==> src/rtl/parity_stripe_checker_pkg.sv <==
// Shared constants and types for the XOR stripe-parity checker.
package parity_stripe_checker_pkg;

    localparam int WIDTH = 4;
    localparam int N     = 8;
    localparam int IDX_W = 4;
    localparam int CNT_W = 8;

    typedef enum logic {
        ACCUM  = 1'b0,
        REPORT = 1'b1
    } state_e;

    typedef struct packed {
        logic             ok;
        logic [WIDTH-1:0] syndrome;
        logic [WIDTH-1:0] recovered;
    } stripe_result_t;

endpackage

==> src/rtl/parity_accum.sv <==
// Column-parity XOR accumulator with clear, enable and a per-term mask.
module parity_accum
    import parity_stripe_checker_pkg::*;
#(
    parameter int W = WIDTH
) (
    input  logic         clk,
    input  logic         rst,
    input  logic         clr,
    input  logic         en,
    input  logic         mask,
    input  logic [W-1:0] din,
    output logic [W-1:0] acc,
    output logic [W-1:0] acc_nxt
);

    // acc_nxt lets the owner register a result on the same beat that closes the stripe
    assign acc_nxt = acc ^ (mask ? '0 : din);

    always_ff @(posedge clk or posedge rst) begin
        if (rst)
            acc <= '0;
        else if (clr)
            acc <= '0;
        else if (en)
            acc <= acc_nxt;
    end

endmodule

==> config.mk <==
export PLATFORM = sky130hd
export DESIGN_NAME = parity_accum
export DESIGN_NICKNAME = d
export VERILOG_FILES = /design/src/rtl/parity_stripe_checker_pkg.sv /design/src/rtl/parity_accum.sv
export SDC_FILE = /design/constraint.sdc
export NUM_CORES = 1
export LEC_CHECK = 0
export ABC_AREA = 1
export CORE_AREA = 4 4 41 43
export CTS_BUF_LIST = sky130_fd_sc_hd__clkbuf_4
export CTS_CLUSTER_DIAMETER = 120
export DETAILED_ROUTE_END_ITERATION = 8
export DIE_AREA = 0 0 45 47
export DONT_BUFFER_PORTS = 1
export PLACE_DENSITY_LB_ADDON = 0.1
export SLEW_MARGIN = 10
export SYNTH_ARGS = -nofsm -noshare
export SYNTH_HDL_FRONTEND = slang
export SYNTH_SLANG_ARGS = --single-unit
==> constraint.sdc <==
create_clock -name clk -period 0.8 [get_ports clk]
set_input_delay 0.12 -clock clk [delete_from_list [all_inputs] [get_ports clk]]
set_output_delay 0.12 -clock clk [all_outputs]
set_load 0.05 [all_outputs]
==> results_dict.tcl, run 1 <==
set metrics [dict create \
    status "finished, violations left" \
    failed_checks "setup timing" \
    powerDensity_mw_per_mm2 1720 \
    regMostFlops "acc" \
    highest_layer "met3" \
    cts.sink_count 4 \
    period_minus_slack_ns 1.12 \
    netlist_top_cells_area "dfrtp_1, nand2_1, nand3_1, inv_1, nor2_2" \
    p_int_w 0.000604 \
    relSlewSlack 0.824 \
    final_common_cell "nand2_1" \
    overflow 0 \
    antenna_cells 0 \
    crit_arrival_ns 1.00 \
    wl_met2_um 419 \
    combPwrFrac 0.495 \
    power_switching_share 0.367 \
    synth.avg_cell_area_um2 6.13 \
    root_buffer "clkbuf_4" \
    fillers 136 \
    htreeDepth 1 \
    grt_pass1_vias 261 \
    endpoint_kind "output pin" \
    fp.dieW_um 45 \
    p_leak_nw 0.264 \
    holdCritPathClass "input pin to flop" \
    drt_wl_total_um 752 \
    ys_types 6 \
    post-route-period-util 1.39 \
    setup.worst_path.class "flop to output pin" \
    cap_viol_max_count 0 \
    finalHoldViolCount 0 \
    viasPerCell 3.89 \
    largest_reg_flops 4 \
    p_total_w 0.000954 \
    syn-num-nets 49 \
    finClkSkew_ns 0 \
    fmax_mhz 896 \
    worstSetupStartpoint "acc[3]" \
    yosys.area.top_type "dfrtp_1" \
    ys_seq_area_frac 0.408 \
    core-area_mm2 0.00130 \
    ios 17 \
    ys_seq_elements 4 \
    yosysTopAreaCellShare 0.408 \
    grt_pass1_wl_mm 1.11 \
    met3_length_um 60 \
    rr_startpoint "acc[2]" \
    globalplace.congestion 0.640 \
    place_hpwl_um 654 \
    setup_viol 11 \
    preCtsSetupSlack_ns -0.0830 \
    drt_iter0_markers 4 \
    drtPass1Iterations 2 \
    yosys_warnings 0 \
    cp_max_fo 4 \
    p_sw_w 0.000350 \
    via_count 276 \
    clk_pin_slew_ns 0.03 \
    worst_slew_pin_slew_ns 0.264 \
    grt_util_all_layers 0.0760 \
    rsz0062_at_grt "true" \
    rows 13 \
    drive_above_1_share 0.732 \
    final_nets 67 \
    cts_tree "done" \
    peakVddDrop_v 0.000892 \
    worst_slack_ns -0.315 \
    slew_viol_final 0 \
    wl_met1_um 272 \
    cp.required_ns 0.68 \
    antenna_found_initial 0 \
    fin_util 0.425 \
    grt_max_degree 9 \
    clkPwrFrac 0.246 \
    final_cell_mix "nand2_1, nand2_2, buf_12" \
    cts.path.max_buffers 2 \
    reg_top3 "acc (4)" \
    drt.antenna.violating_nets 0 \
    syn_inst 40 \
    wire_per_inst_um 10.6 \
    startpoint_type "flop" \
    synth_area_um2 245 \
    remaining_drc_errors 0 \
    holdCritStartpoint "clr" \
    io_buffers 0 \
    p_seq_frac 0.259 \
    clk_latency_ns 0.23 \
    areaGrowthSynthToFinish_pct 126 \
    die_y_um 47 \
    dieArea_mm2 0.00212 \
    initial_utilization 0.188 \
    cts_buffers 3 \
]
[routing by layer]
layer  vias to the layer above  GRT usage
li1                        152          -
met1                       118     0.0709
met2                         6      0.130
met3                         0     0.0383
met4                         0     0.0526
met5                         -          0
[through the flow]
step | hold WS (ns) | std cells | setup TNS (ns) | instance area [µm²]
6_report | 0.0646 | 71 | -2.46 | 553
5_1_grt | 0.0646 | 71 | -2.94 | 553
4_1_cts | 0.0626 | 68 | -2.17 | 487
3_5_place_dp | -0.0950 | 63 | -0.447 | 439
3_3_place_gp | -0.101 | 63 | -0.367 | 439
2_1_floorplan | -0.114 | 40 | -1.43 | 310
[worst paths after layout]
path	endpoint	slack [ns]	cells after the start
worst max-delay path	acc_nxt[3]	-0.32	4
worst min-delay path	acc[3]	0.06	3
worst max register to register	acc[2]	-0.12	4
worst min register to register	acc[3]	0.54	2
max in group asynchronous	acc[2]	0.42	2
min in group asynchronous	acc[0]	0.22	2
[cell families (layout without fill, tap and decap cells)]
group	after synthesis	count (layout)	share of synthesized area
simple gates	30	30	0.500
buf+inv	6	22	0.0918
flops	4	4	0.408
[cell usage after synthesis]
cell type,number
nand2_1,24
nand3_1,4
dfrtp_1,4
nor2_2,2
inv_2,1
inv_1,5
[repair_timing]
action	in CTS	in global routing
gates cloned	0	0
buffers inserted	1	3
gates resized for setup	2	12
hold buffers	1	0
pin swaps	0	1
endpoints found under the setup margin	12	12
endpoints found under the hold margin	4	0
[power by group through the flow]
stage | registers (W) | clock network, W | logic (W)
after floorplan | 0.000306 | 0 | 0.000188
after CTS | 0.000246 | 0.000248 | 0.000418
final | 0.000247 | 0.000235 | 0.000473
after global routing | 0.000250 | 0.000266 | 0.000497
after detailed placement | 0.000249 | 0 | 0.000401
after global placement | 0.000247 | 0 | 0.000398
[final cells by class]
class	count	area (µm²)	share of cell area
Timing Repair Buffer	13	194	0.351
Multi-Input combinational cell	30	190	0.344
Sequential cell	4	105	0.190
Clock buffer	3	22.5	0.0407
Inverter	6	22.5	0.0407
Tap cell	15	18.8	0.0339
[worst max-delay path, cell delays in order, from the launching register on]
cell     delay, ns
dfrtp_2       0.42
inv_2         0.06
nand3_2       0.07
nand2_4       0.09
buf_12        0.13
No activity file was read; power rests on OpenSTA's default activity.
==> inputs of run 2 (changes only) <==
--- a/config.mk
+++ b/config.mk
@@ -6,11 +6,11 @@
 export NUM_CORES = 1
 export LEC_CHECK = 0
 export ABC_AREA = 1
-export CORE_AREA = 4 4 41 43
+export CORE_AREA = 2 2 39 41
 export CTS_BUF_LIST = sky130_fd_sc_hd__clkbuf_4
 export CTS_CLUSTER_DIAMETER = 120
 export DETAILED_ROUTE_END_ITERATION = 8
-export DIE_AREA = 0 0 45 47
+export DIE_AREA = 0 0 41 43
 export DONT_BUFFER_PORTS = 1
 export PLACE_DENSITY_LB_ADDON = 0.1
 export SLEW_MARGIN = 10
==> results_dict.tcl, run 2 (synthesized netlist as in run 1, its figures left out) <==
set metrics [dict create \
    overflow 0 \
    final_cell_mix "nand2_1, nand2_2, inv_2, buf_6" \
    cts.path.max_buffers 2 \
    root_buffer "clkbuf_4" \
    ff2ff_path_depth 6 \
    cp.required_ns 0.68 \
    cp_max_fo 3 \
    grt_pass1_vias 288 \
    fp.dieW_um 41 \
    cts_tree "done" \
    dieArea_mm2 0.00176 \
    final_common_cell "nand2_1" \
    p_leak_nw 0.270 \
    cts_buffers 3 \
    cts.sink_count 4 \
    rrSetupSlack_ns -0.20 \
    cap_viol_max_count 0 \
    critPathSlowestCell "dfrtp_2" \
    fmax_mhz 893 \
    setup_tns_ns -2.48 \
    ios 17 \
    core-area_mm2 0.00138 \
    relSlewSlack 0.850 \
    remaining_drc_errors 0 \
    io_buffers 0 \
    initial_utilization 0.177 \
    grt_util_all_layers 0.0947 \
    reg_top3 "acc (4)" \
    drtPass1Iterations 1 \
    via_count 292 \
    viasPerCell 3.95 \
    areaGrowthSynthToFinish_pct 127 \
    holdCritPathClass "input pin to flop" \
    slowest_delay_ns 0.42 \
    globalplace.congestion 0.654 \
    peakVddDrop_v 0.000675 \
    antenna_cells 0 \
    setup.worst_path.class "flop to output pin" \
    endpoint_kind "output pin" \
    final_nets 69 \
    power_switching_share 0.367 \
    powerDensity_mw_per_mm2 1720 \
    place_hpwl_um 563 \
    drt_wl_total_um 679 \
    drt.antenna.violating_nets 0 \
    largest_reg_flops 4 \
    reg2reg_to "acc[2]" \
    clk_pin_slew_ns 0.03 \
    failed_checks "setup timing" \
    antenna_found_initial 0 \
    regMostFlops "acc" \
    rsz0062_at_grt "true" \
    crit_end "acc_nxt[2]" \
    p_int_w 0.000608 \
    drive_above_1_share 0.724 \
    grt_max_degree 9 \
    worst_slack_ns -0.320 \
    setup_viol 12 \
    crit_arrival_ns 1.00 \
    status "finished, violations left" \
    startpoint_type "flop" \
    worst_slew_pin_slew_ns 0.224 \
    period_minus_slack_ns 1.12 \
    rows 14 \
    combPwrFrac 0.497 \
    die_y_um 43 \
    slew_viol_final 0 \
    wire_per_inst_um 9.18 \
    p_seq_frac 0.257 \
    htreeDepth 1 \
    rr_startpoint "acc[2]" \
    cp_cell_sequence "inv_2 -> nand3_2 -> nand2_4 -> buf_12" \
    clk_latency_ns 0.23 \
    drt_iter0_markers 0 \
    finClkSkew_ns 0 \
    worstSetupStartpoint "acc[2]" \
    p_sw_w 0.000352 \
    grt_pass1_wl_mm 1.10 \
    finalHoldWorstSlack_ns 0.0689 \
    fillers 146 \
    finalHoldViolCount 0 \
    clkPwrFrac 0.247 \
    post-route-period-util 1.40 \
]
-- run 2: cell types whose count changed in the layout (fill, tap and decap cells not counted), sizes merged --
cell,delta
buf,+2
-- run 2: repair_timing --
item,CTS,global route
resized for setup,8,3
setup buffers,4,1
hold endpoints to repair,4,0
hold buffers,1,0
endpoints found under the setup margin,12,12
pin swaps,0,2
-- run 2: power by group through the flow --
stage          sequential (W)  combinational [W]  clock [W]
2_1_floorplan        0.000306           0.000188          0
3_3_place_gp         0.000247           0.000402          0
3_5_place_dp         0.000249           0.000403          0
4_1_cts              0.000246           0.000463   0.000253
5_1_grt              0.000249           0.000500   0.000266
6_report             0.000246           0.000477   0.000237
-- run 2: cell type report --
type / instances / area (µm²) / area share
Timing Repair Buffer: 15 / 199 / 0.357
Sequential cell: 4 / 105 / 0.189
Clock buffer: 3 / 22.5 / 0.0404
Inverter: 6 / 22.5 / 0.0404
Multi-Input combinational cell: 30 / 188 / 0.337
Tap cell: 16 / 20.0 / 0.0360
-- run 2: layer usage --
layer | vias to the layer above | part of all wire | global-route usage
met2 | 7 | 0.53 | 0.134
met4 | 0 | 0 | 0.0800
li1 | 155 | - | -
met3 | 0 | 0.072 | 0.0209
met5 | - | 0 | 0
met1 | 130 | 0.40 | 0.114
-- run 2: worst min path at each step --
| stage | from | end | slack (ns) | cells past startpoint |
|---|---|---|---|---|
| floorplan | rst | acc[0] | -0.11 | 1 |
| global placement | rst | acc[0] | -0.1 | 1 |
| detailed placement | rst | acc[0] | -0.09 | 1 |
| CTS | clr | acc[3] | 0.06 | 3 |
| global route | en | acc[2] | 0.08 | 3 |
| finish | en | acc[2] | 0.07 | 3 |
-- run 2: per-stage QoR --
stage,util,instances,instance area [µm²],setup WS [ns],power (W)
floorplan,-,40,310,-0.223,0.000494
global placement,0.324,65,448,-0.0768,0.000649
detailed placement,0.324,65,448,-0.0890,0.000653
CTS,0.391,73,541,-0.336,0.000962
global route,0.402,74,557,-0.374,0.00102
finish,0.402,74,557,-0.320,0.000960
-- run 2: worst max-delay path: cells and delay by family (launching register included) --
kind                   cells  cell delay [ns]
buffers and inverters      2             0.19
DFF                        1             0.42
and+or+nand+nor            2             0.16
==> inputs of run 3 (changes only) <==
--- a/config.mk
+++ b/config.mk
@@ -5,13 +5,13 @@
 export SDC_FILE = /design/constraint.sdc
 export NUM_CORES = 1
 export LEC_CHECK = 0
-export ABC_AREA = 1
 export CORE_AREA = 2 2 39 41
 export CTS_BUF_LIST = sky130_fd_sc_hd__clkbuf_4
-export CTS_CLUSTER_DIAMETER = 120
+export CTS_CLUSTER_DIAMETER = 60
 export DETAILED_ROUTE_END_ITERATION = 8
 export DIE_AREA = 0 0 41 43
 export DONT_BUFFER_PORTS = 1
+export GPL_TIMING_DRIVEN = 0
 export PLACE_DENSITY_LB_ADDON = 0.1
 export SLEW_MARGIN = 10
 export SYNTH_ARGS = -nofsm -noshare
==> results_dict.tcl, run 3 <==
set metrics [dict create \
    status "finished, violations left" \
    failed_checks "setup timing" \
    netlist_top_cells_area "dfrtp_1, mux2_4, xnor2_1, nand3b_1, nand2b_1" \
    startpoint_type "flop" \
    wire_per_inst_um 13.4 \
    drtPass1Iterations 1 \
    crit_arrival_ns 1.19 \
    worst_slew_pin_slew_ns 0.406 \
    cts.sink_count 4 \
    finClkSkew_ns 0 \
    post-route-period-util 1.64 \
    ys_seq_area_frac 0.340 \
    io_buffers 0 \
    antenna_cells 0 \
    cts_tree "done" \
    async_reset_ff_frac 1.00 \
    initial_utilization 0.212 \
    fin_util 0.319 \
    ys.flop_type "dfrtp_1" \
    grt_pass1_wl_um 938 \
    preCtsSetupSlack_ns -0.304 \
    cp.required_ns 0.68 \
    synth_area_um2 294 \
    grt_max_degree 9 \
    syn_inst 29 \
    grt_pass1_vias 226 \
    reg_top3 "acc (4)" \
    holdCritPathClass "input pin to flop" \
    period_minus_slack_ns 1.31 \
    drt.antenna.violating_nets 0 \
    dieArea_mm2 0.00176 \
    fmax_mhz 762 \
    cp_max_fo 4 \
    fp.dieW_um 41 \
    setup_viol 12 \
    yosys_warnings 0 \
    cts_setup_buffers 0 \
    via_count 226 \
    crit_buf_inv 0 \
    drt_iter0_markers 0 \
    ys_seq_elements 4 \
    p_leak_nw 0.179 \
    overflow 0 \
    yosys.area.top_type "dfrtp_1" \
    cts_buffers 3 \
    clk_latency_ns 0.23 \
    syn-num-nets 38 \
    finalHoldWorstSlack_ns 0.133 \
    cpLargestDelayFamily "flip-flops" \
    cap_viol_max_count 0 \
    slowest_delay_ns 0.58 \
    remaining_drc_errors 0 \
    worst_slack_ns -0.512 \
    htreeDepth 1 \
    powerDensity_mw_per_mm2 1680 \
    rows 14 \
    yosysTopAreaCellShare 0.340 \
    setup.worst_path.class "flop to output pin" \
    antenna_found_initial 0 \
    viasPerCell 4.61 \
    rsz0062_at_grt "true" \
    relSlewSlack 0.730 \
    peakVddDrop_v 0.000627 \
    cts.path.max_buffers 2 \
    globalplace.congestion 0.553 \
    setup_tns_ns -3.76 \
    ys_types 8 \
    endpoint_kind "output pin" \
    p_total_w 0.000742 \
    root_buffer "clkbuf_4" \
    grt_util_all_layers 0.0833 \
    critPathSlowestCell "dfrtp_4" \
    final_cell_mix "nor2_1, nand3b_1, mux2_4, nand2b_1, xnor2_4" \
    synth_edf_count 0 \
    slew_viol_final 0 \
    synth.avg_cell_area_um2 10.1 \
    final_nets 44 \
    die_y_um 43 \
    finalHoldViolCount 0 \
    regMostFlops "acc" \
    core-area_mm2 0.00138 \
    clk_pin_slew_ns 0.04 \
    ios 17 \
    drt_wl_total_um 657 \
    drive_above_1_share 0.485 \
    largest_reg_flops 4 \
    areaGrowthSynthToFinish_pct 50.2 \
    cp_cell_sequence "xnor2_4" \
]
==> run 3: path summary, 6_finish.rpt <==
kind                             start    endpoint  slack, ns  cells past startpoint
worst min-delay path               clr      acc[1]       0.13                      2
worst min register to register  acc[1]      acc[1]       0.86                      2
worst max-delay path            acc[0]  acc_nxt[0]      -0.51                      1
min in group asynchronous          rst      acc[2]       0.22                      2
max in group asynchronous          rst      acc[3]       0.39                      2
worst max register to register  acc[3]      acc[3]      -0.32                      2
==> run 3: kinds of logic after synthesis <==
| family | synth area share |
|---|---|
| buffers and inverters | 0.0128 |
| DFF | 0.340 |
| and+or+nand+nor | 0.323 |
| xor gates and xnor gates | 0.119 |
| muxes | 0.204 |
==> run 3: metal layers <==
layer,vias up,track usage,share of wire
met4,0,0.0600,0
met1,109,0.0932,0.37
met3,0,0.0471,0.13
li1,105,-,-
met5,-,0,0
met2,12,0.113,0.50
==> run 3: area by class of cell <==
cell class	count	area [µm²]
timing repair buffer	1	10.0
multi-input combinational	24	273
fill	149	942
sequential	4	113
tap	16	20.0
clock buffer	3	22.5
inverter	1	3.75
==> run 3: through the flow <==
stage / cells / area (µm²)
6_report: 49 / 442
5_1_grt: 49 / 442
4_1_cts: 49 / 427
3_5_place_dp: 45 / 394
3_3_place_gp: 45 / 394
2_1_floorplan: 29 / 374
==> run 3: power by group <==
part / internal, W / switching [W] / total (W)
combinational: 0.0000895 / 0.000116 / 0.000206
clock: 0.000168 / 0.0000844 / 0.000252
sequential: 0.000220 / 0.0000637 / 0.000284
==> run 3: timing repair <==
action / 4_1_cts / 5_1_grt
gates resized for setup: 0 / 4
endpoints found under the setup margin: 12 / 12
hold endpoints to repair: 4 / 0
hold buffers: 1 / 0
pin swaps: 1 / 0
